$ cat src/rtl/anc_pkg.sv
// anc_pkg: shared types and constants for the ANC sample feeder.
//   Channel codes, the 64-bit frame payload and the assembly FSM states.
package anc_pkg;

  localparam int unsigned SAMPLE_W = 16;
  localparam int unsigned CH_W     = 2;

  // ADC channel codes; code 3 is reserved and always treated as out of order.
  localparam logic [CH_W-1:0] CH_X   = 2'd0;
  localparam logic [CH_W-1:0] CH_E   = 2'd1;
  localparam logic [CH_W-1:0] CH_A   = 2'd2;
  localparam logic [CH_W-1:0] CH_RSV = 2'd3;

  // One assembled frame: reference, error, desired samples plus step size.
  typedef struct packed {
    logic signed [SAMPLE_W-1:0] x;
    logic signed [SAMPLE_W-1:0] e;
    logic signed [SAMPLE_W-1:0] a;
    logic signed [SAMPLE_W-1:0] u;
  } anc_frame_t;

  localparam int unsigned FRAME_W = $bits(anc_frame_t);

  // Assembly FSM: which channel is expected next.
  typedef enum logic [1:0] {
    WAIT_X = 2'd0,
    WAIT_E = 2'd1,
    WAIT_A = 2'd2
  } feeder_state_e;

endpackage

$ cat src/rtl/anc_frame_fifo.sv
// anc_frame_fifo: synchronous show-ahead FIFO of anc_frame_t.
//   clk, rst_n        : clock, async active-low reset (empties the FIFO)
//   push, push_data   : write one frame (ignored when full unless popping)
//   pop               : consume the head frame (ignored when empty)
//   head              : registered head frame; holds last value when empty
//   valid/empty/full  : registered occupancy flags
//   level             : registered occupancy, 0..DEPTH
module anc_frame_fifo
  import anc_pkg::*;
#(
  parameter int unsigned DEPTH = 4
) (
  input  logic                     clk,
  input  logic                     rst_n,
  input  logic                     push,
  input  anc_frame_t               push_data,
  input  logic                     pop,
  output anc_frame_t               head,
  output logic                     valid,
  output logic                     empty,
  output logic                     full,
  output logic [$clog2(DEPTH):0]   level
);

  localparam int unsigned AW = $clog2(DEPTH);
  localparam int unsigned PW = AW + 1;

  anc_frame_t        mem [DEPTH];
  logic [PW-1:0]     rd_q, wr_q;
  logic [PW-1:0]     rd_d, wr_d, cnt_d;
  logic              push_ok_c, pop_ok_c;
  anc_frame_t        head_q;
  logic              valid_q, empty_q, full_q;
  logic [PW-1:0]     level_q;

  // Qualified handshakes: a full FIFO still accepts a push alongside a pop.
  always_comb begin
    pop_ok_c  = pop && !empty_q;
    push_ok_c = push && (!full_q || pop_ok_c);
    rd_d      = rd_q + PW'(pop_ok_c);
    wr_d      = wr_q + PW'(push_ok_c);
    cnt_d     = wr_d - rd_d;
  end

  // Storage array; no reset needed, pointers define what is live.
  always_ff @(posedge clk) begin
    if (push_ok_c) mem[wr_q[AW-1:0]] <= push_data;
  end

  // Pointers and registered status.
  always_ff @(posedge clk or negedge rst_n) begin
    if (!rst_n) begin
      rd_q    <= '0;
      wr_q    <= '0;
      valid_q <= 1'b0;
      empty_q <= 1'b1;
      full_q  <= 1'b0;
      level_q <= '0;
    end else begin
      rd_q    <= rd_d;
      wr_q    <= wr_d;
      valid_q <= (cnt_d != '0);
      empty_q <= (cnt_d == '0);
      full_q  <= (wr_d[PW-1] != rd_d[PW-1]) && (wr_d[AW-1:0] == rd_d[AW-1:0]);
      level_q <= cnt_d;
    end
  end

  // Show-ahead head register; bypass when the next head is being written now.
  always_ff @(posedge clk or negedge rst_n) begin
    if (!rst_n) begin
      head_q <= '0;
    end else if (cnt_d != '0) begin
      if (push_ok_c && (rd_d == wr_q)) head_q <= push_data;
      else                             head_q <= mem[rd_d[AW-1:0]];
    end
  end

  assign head  = head_q;
  assign valid = valid_q;
  assign empty = empty_q;
  assign full  = full_q;
  assign level = level_q;

endmodule

$ cat src/rtl/anc_sample_feeder.sv
// anc_sample_feeder: assembles x/e/a ADC samples into frames tagged with the
// LMS step size, buffers them and presents them on a valid/ready handshake.
//   clk, rst_n                 : clock, async active-low reset
//   adc_valid/adc_ch/adc_data  : serial per-channel sample strobe
//   mu_load/mu_cfg             : step-size register load
//   controller_ready           : downstream accepts the head frame
//   in_valid, x_in..u_in       : head frame (show-ahead)
//   sync_err                   : one-cycle pulse on channel-order violation
//   drop_cnt                   : saturating count of frames lost to a full FIFO
//   level                      : FIFO occupancy
module anc_sample_feeder
  import anc_pkg::*;
#(
  parameter int unsigned                DEPTH      = 4,
  parameter logic signed [SAMPLE_W-1:0] MU_DEFAULT = 16'sh0100
) (
  input  logic                        clk,
  input  logic                        rst_n,
  input  logic                        adc_valid,
  input  logic [CH_W-1:0]             adc_ch,
  input  logic signed [SAMPLE_W-1:0]  adc_data,
  input  logic                        mu_load,
  input  logic signed [SAMPLE_W-1:0]  mu_cfg,
  input  logic                        controller_ready,
  output logic                        in_valid,
  output logic signed [SAMPLE_W-1:0]  x_in,
  output logic signed [SAMPLE_W-1:0]  e_in,
  output logic signed [SAMPLE_W-1:0]  a_in,
  output logic signed [SAMPLE_W-1:0]  u_in,
  output logic                        sync_err,
  output logic [15:0]                 drop_cnt,
  output logic [$clog2(DEPTH):0]      level
);

  localparam int unsigned DROP_W = 16;

  feeder_state_e              state_q, state_d;
  logic signed [SAMPLE_W-1:0] x_q, x_d;
  logic signed [SAMPLE_W-1:0] e_q, e_d;
  logic signed [SAMPLE_W-1:0] mu_q;
  logic                       sync_err_q, sync_err_d;
  logic [DROP_W-1:0]          drop_q;
  logic                       frame_done_c;
  logic                       pop_c, push_c, drop_c;
  anc_frame_t                 frame_c;
  anc_frame_t                 head;
  logic                       fifo_valid, fifo_empty, fifo_full;
  logic [$clog2(DEPTH):0]     fifo_level;

  // Assembly FSM state and holding registers.
  always_ff @(posedge clk or negedge rst_n) begin
    if (!rst_n) begin
      state_q    <= WAIT_X;
      x_q        <= '0;
      e_q        <= '0;
      sync_err_q <= 1'b0;
    end else begin
      state_q    <= state_d;
      x_q        <= x_d;
      e_q        <= e_d;
      sync_err_q <= sync_err_d;
    end
  end

  // Next-state: advance on the expected channel; an out-of-order x restarts
  // the frame from that sample, any other surprise restarts from WAIT_X.
  always_comb begin
    state_d      = state_q;
    x_d          = x_q;
    e_d          = e_q;
    sync_err_d   = 1'b0;
    frame_done_c = 1'b0;
    if (adc_valid) begin
      unique case (state_q)
        WAIT_X: begin
          if (adc_ch == CH_X) begin
            x_d     = adc_data;
            state_d = WAIT_E;
          end else begin
            sync_err_d = 1'b1;
            state_d    = WAIT_X;
          end
        end
        WAIT_E: begin
          if (adc_ch == CH_E) begin
            e_d     = adc_data;
            state_d = WAIT_A;
          end else if (adc_ch == CH_X) begin
            sync_err_d = 1'b1;
            x_d        = adc_data;
            state_d    = WAIT_E;
          end else begin
            sync_err_d = 1'b1;
            state_d    = WAIT_X;
          end
        end
        WAIT_A: begin
          if (adc_ch == CH_A) begin
            frame_done_c = 1'b1;
            state_d      = WAIT_X;
          end else if (adc_ch == CH_X) begin
            sync_err_d = 1'b1;
            x_d        = adc_data;
            state_d    = WAIT_E;
          end else begin
            sync_err_d = 1'b1;
            state_d    = WAIT_X;
          end
        end
        default: begin
          state_d = WAIT_X;
        end
      endcase
    end
  end

  // Frame payload carries the step size as it was before any same-cycle load.
  always_comb begin
    frame_c.x = x_q;
    frame_c.e = e_q;
    frame_c.a = adc_data;
    frame_c.u = mu_q;
  end

  // Handshake and drop decision; a pop frees the slot for a same-cycle push.
  always_comb begin
    pop_c  = fifo_valid && controller_ready;
    drop_c = frame_done_c && fifo_full && !pop_c;
    push_c = frame_done_c && !drop_c;
  end

  // Step-size register.
  always_ff @(posedge clk or negedge rst_n) begin
    if (!rst_n)       mu_q <= MU_DEFAULT;
    else if (mu_load) mu_q <= mu_cfg;
  end

  // Saturating drop counter.
  always_ff @(posedge clk or negedge rst_n) begin
    if (!rst_n)                               drop_q <= '0;
    else if (drop_c && (drop_q != '1))        drop_q <= drop_q + DROP_W'(1);
  end

  anc_frame_fifo #(
    .DEPTH (DEPTH)
  ) u_fifo (
    .clk       (clk),
    .rst_n     (rst_n),
    .push      (push_c),
    .push_data (frame_c),
    .pop       (pop_c),
    .head      (head),
    .valid     (fifo_valid),
    .empty     (fifo_empty),
    .full      (fifo_full),
    .level     (fifo_level)
  );

  assign in_valid = fifo_valid;
  assign x_in     = head.x;
  assign e_in     = head.e;
  assign a_in     = head.a;
  assign u_in     = head.u;
  assign sync_err = sync_err_q;
  assign drop_cnt = drop_q;
  assign level    = fifo_level;

  // fifo_empty mirrors fifo_valid; kept for visibility in waveforms.
  logic unused_c;
  assign unused_c = fifo_empty;

endmodule

$ cat config.mk
export PLATFORM = sky130hd
export DESIGN_NAME = anc_sample_feeder
export DESIGN_NICKNAME = d
export VERILOG_FILES = /design/src/rtl/anc_pkg.sv /design/src/rtl/anc_frame_fifo.sv /design/src/rtl/anc_sample_feeder.sv
export SDC_FILE = /design/constraint.sdc
export NUM_CORES = 1
export LEC_CHECK = 0
export ABC_CLOCK_PERIOD_IN_PS = 8750
export CORE_ASPECT_RATIO = 0.6
export CORE_MARGIN = 2
export CORE_UTILIZATION = 55
export CTS_CLUSTER_DIAMETER = 100
export CTS_CLUSTER_SIZE = 16
export DETAILED_ROUTE_END_ITERATION = 12
export GPL_TIMING_DRIVEN = 1
export PLACE_DENSITY = 0.81
export SETUP_SLACK_MARGIN = 0.02
export SLEW_MARGIN = 20
export SYNTH_ARGS = -nofsm -noshare
export SYNTH_HDL_FRONTEND = slang
export SYNTH_SLANG_ARGS = --single-unit
$ cat constraint.sdc
create_clock -name clk -period 8.75 [get_ports clk]
set_input_delay 0.875 -clock clk [delete_from_list [all_inputs] [get_ports clk]]
set_output_delay 0.875 -clock clk [all_outputs]
set_load 0.01 [all_outputs]
==> out/metrics.yaml <==
run_status:
  status: "finished, final reports clean"
synthesis:
  yosysSeqAreaShare: 0.716
  yosysWarnings: 0
  syn-num-nets: 983
  synth_top_area_share: 0.489
  synthAdderAreaFrac: 0.00684
  synthTopCellsByArea: "edfxtp_1, dfrtp_1, mux4_2"
  yosysTopAreaCell: "edfxtp_1"
  synth_compound_area_frac: 0.0492
  synth-simple-area-share: 0.0611
  synth_edf_count: 256
  synth_seq_cells: 399
  synth.distinct_cells: 46
  synthesis.area_mm2: 0.0157
  synthFlopType: "edfxtp_1"
  synth.area.mux_share: 0.127
  synth_top_family_by_area: "multiplexers"
  postSynthCellCount: 936
  synthArstFlopShare: 0.358
  avgSynthCellArea_um2: 16.8
  synth_xor_area_frac: 0.0146
critical_path:
  cp.arrival_ns: 5.82
  setup.worst_path.end_class: "flop"
  cp.buffers_inverters: 7
  start_kind: "input port"
  critPathMaxFanout: 67
  slowest_stage: "buf_4"
  crit_family: "buffers and inverters"
  required_ns: 9.18
  path_class: "input port to flop"
  crit_chain: "clkdlybuf4s50_1, nand4b_2, a211o_2, buf_4, inv_2, ha_1, ha_1, inv_1, fa_1, xnor3_2, buf_4, nor2_4, inv_2, buf_4, a31oi_1"
  slowest_delay_ns: 0.61
  path_common_cell: "buf_4"
final_layout:
  syn2layout_area_growth_pct: 14.7
  drive_gt1_frac: 0.168
  n_antenna_cell: 0
  multi_input_area_mm2: 0.00413
  final_common_cell: "edfxtp_1"
  fin_util: 0.647
  mostFrequentLayoutCells: "edfxtp_1, dfrtp_1, clkdlybuf4s50_1"
  register_area_mm2: 0.0113
  fillCellCount: 1938
  nets: 1081
sta:
  drv_slew: 0
  setup_viol: 0
  period_share: 0.616
  skew_ns: 0.0204
  hold_viol_final: 0
  fin_crit_ns: 5.39
  grt_setup_unrepaired: "false"
  max_freq_ghz: 0.185
  fin_hold_ws_ns: 0.396
  tightestPinTransition_ns: 1.13
  setup_tns_ns: 0
  timing.slew.headroom: 0.248
detailed_routing:
  via_count: 9112
  firstDrtPassIters: 5
  wl_per_cell_um: 24.8
  drc: 0
  vias_per_cell: 6.40
  wl_mm: 35.3
  ant_nets: 0
  first_iter_violations: 927
grt:
  grt-ovfl-total: 0
  antenna_found_initial: 0
  grt_usage: 0.239
  grt_start_max_net_pins: 92
  grt_pass1_vias: 9020
  grt_pass1_wl_mm: 54.6
clock_network:
  numCtsBuffers: 28
  clock-sinks: 399
  cts_resized: 0
  holdBufCountCts: 0
  path_clk_slew_ns: 0.07
  post-cts-setup-buffers: 0
  h-tree-depth: 1
  clk_latency_ns: 0.57
  cts-root-buf: "clkbuf_16"
  tritoncts: "done"
  cts.path.max_buffers: 3
placed_design:
  port_buffers: 123
  gp_congestion: 0.776
  hpwlAfterDp_mm: 19.7
power_and_ir_drop:
  power_frac_seq: 0.414
  clkPwrFrac: 0.199
  leakagePower_nw: 6.12
  ir_drop_uv: 376
  p_total_mw: 6.13
  intPower_mw: 3.95
  p_comb_frac: 0.387
  power.switching_mw: 2.18
  power_density_mw_per_mm2: 340
  swShare: 0.355
flow_run:
  drv_cap: 0
floorplan:
  start_util: 0.565
  die_y_um: 135
  die_area_mm2: 0.0300
  ioPinCount: 124
  fp.coreArea_mm2: 0.0279
  row_count: 47
  die_x_um: 222
hold_path:
  hold_class: "input port to async pin"
==> per-stage QoR <==
stage / instances / instance area (µm²) / setup slack (ns)
2_1_floorplan: 936 / 15700 / 1.80
3_3_place_gp: 1371 / 17200 / 3.00
3_5_place_dp: 1371 / 17200 / 2.82
4_1_cts: 1423 / 18000 / 3.39
5_1_grt: 1423 / 18000 / 3.17
6_report: 1423 / 18000 / 3.36
==> cells in the mapped netlist (2+ instances only) <==
master	count
nand4b_1	2
buf_1	2
a31oi_1	64
nor3_1	65
nand3_1	72
buf_6	8
a21oi_1	2
clkbuf_2	5
and2_1	3
clkbuf_1	32
dfstp_2	2
o21ai_0	53
inv_1	11
o21ai_1	13
edfxtp_1	256
xnor2_1	17
mux2_2	49
dfrtp_1	141
and4_1	3
buf_2	19
xor2_1	2
mux4_2	64
inv_2	2
nand2_1	7
nand4_1	5
buf_4	2
nand3b_1	2
and3_1	9
ha_1	7
==> state kept, by name (all words and copies together), names as in the netlist, 2 cells and up <==
signal and cells:
u_fifo.head 64, u_fifo.rd_q 3, mu_q 16, e_q 16, u_fifo.wr_q 3, state_q 2, x_q 16, u_fifo.level 3
drop_cnt 16, u_fifo.mem 256
==> per-layer routing <==
layer / global-route usage / up-vias / wire length [µm]
met2: 0.365 / 444 / 16500
met1: 0.365 / 4730 / 15100
li1: - / 3887 / -
met5: 0 / - / 0
met3: 0.0435 / 51 / 3000
met4: 0.0585 / 0 / 711
==> logic make-up (layout without fill, tap and decap cells) <==
| family | Yosys count | after routing |
|---|---|---|
| AND/OR/NAND/NOR | 177 | 177 |
| flip-flops | 399 | 399 |
| adder cells (fa/ha/maj) | 8 | 8 |
| XOR/XNOR | 22 | 22 |
| buffers and inverters | 81 | 201 |
| AO/OA/AOI/OAI | 136 | 136 |
| multiplexers | 113 | 113 |
==> layout make-up <==
| type | count | share of cell area |
|---|---|---|
| Sequential cell | 399 | 0.625 |
| Multi-Input combinational cell | 456 | 0.229 |
| Clock buffer | 51 | 0.0436 |
| Inverter | 13 | 0.00270 |
| Clock inverter | 1 | 0.000902 |
| Timing Repair Buffer | 136 | 0.0737 |
| Tap cell | 367 | 0.0255 |
==> path summary, 6_finish.rpt <==
check / depth (start not counted) / startpoint / slack [ns] / to
worst max-delay path: 15 / adc_valid / 3.36 / u_fifo.head[44]
worst min-delay path: 1 / rst_n / 0.40 / e_q[14]
worst max register to register: 14 / state_q[1] / 3.71 / u_fifo.head[44]
worst min register to register: 1 / drop_cnt[11] / 0.50 / drop_cnt[11]
max in group asynchronous: 2 / rst_n / 7.03 / u_fifo.head[60]
min in group clk: 1 / drop_cnt[11] / 0.50 / drop_cnt[11]
==> power by group through the flow <==
stage | sequential [mW] | clock (mW) | combinational (mW)
6_report | 2.54 | 1.22 | 2.37
5_1_grt | 2.57 | 1.31 | 2.55
4_1_cts | 2.54 | 1.23 | 2.38
3_5_place_dp | 2.58 | 0 | 2.36
3_3_place_gp | 2.57 | 0 | 2.29
2_1_floorplan | 2.55 | 0 | 1.56
No activity file was read; power rests on OpenSTA's default activity.
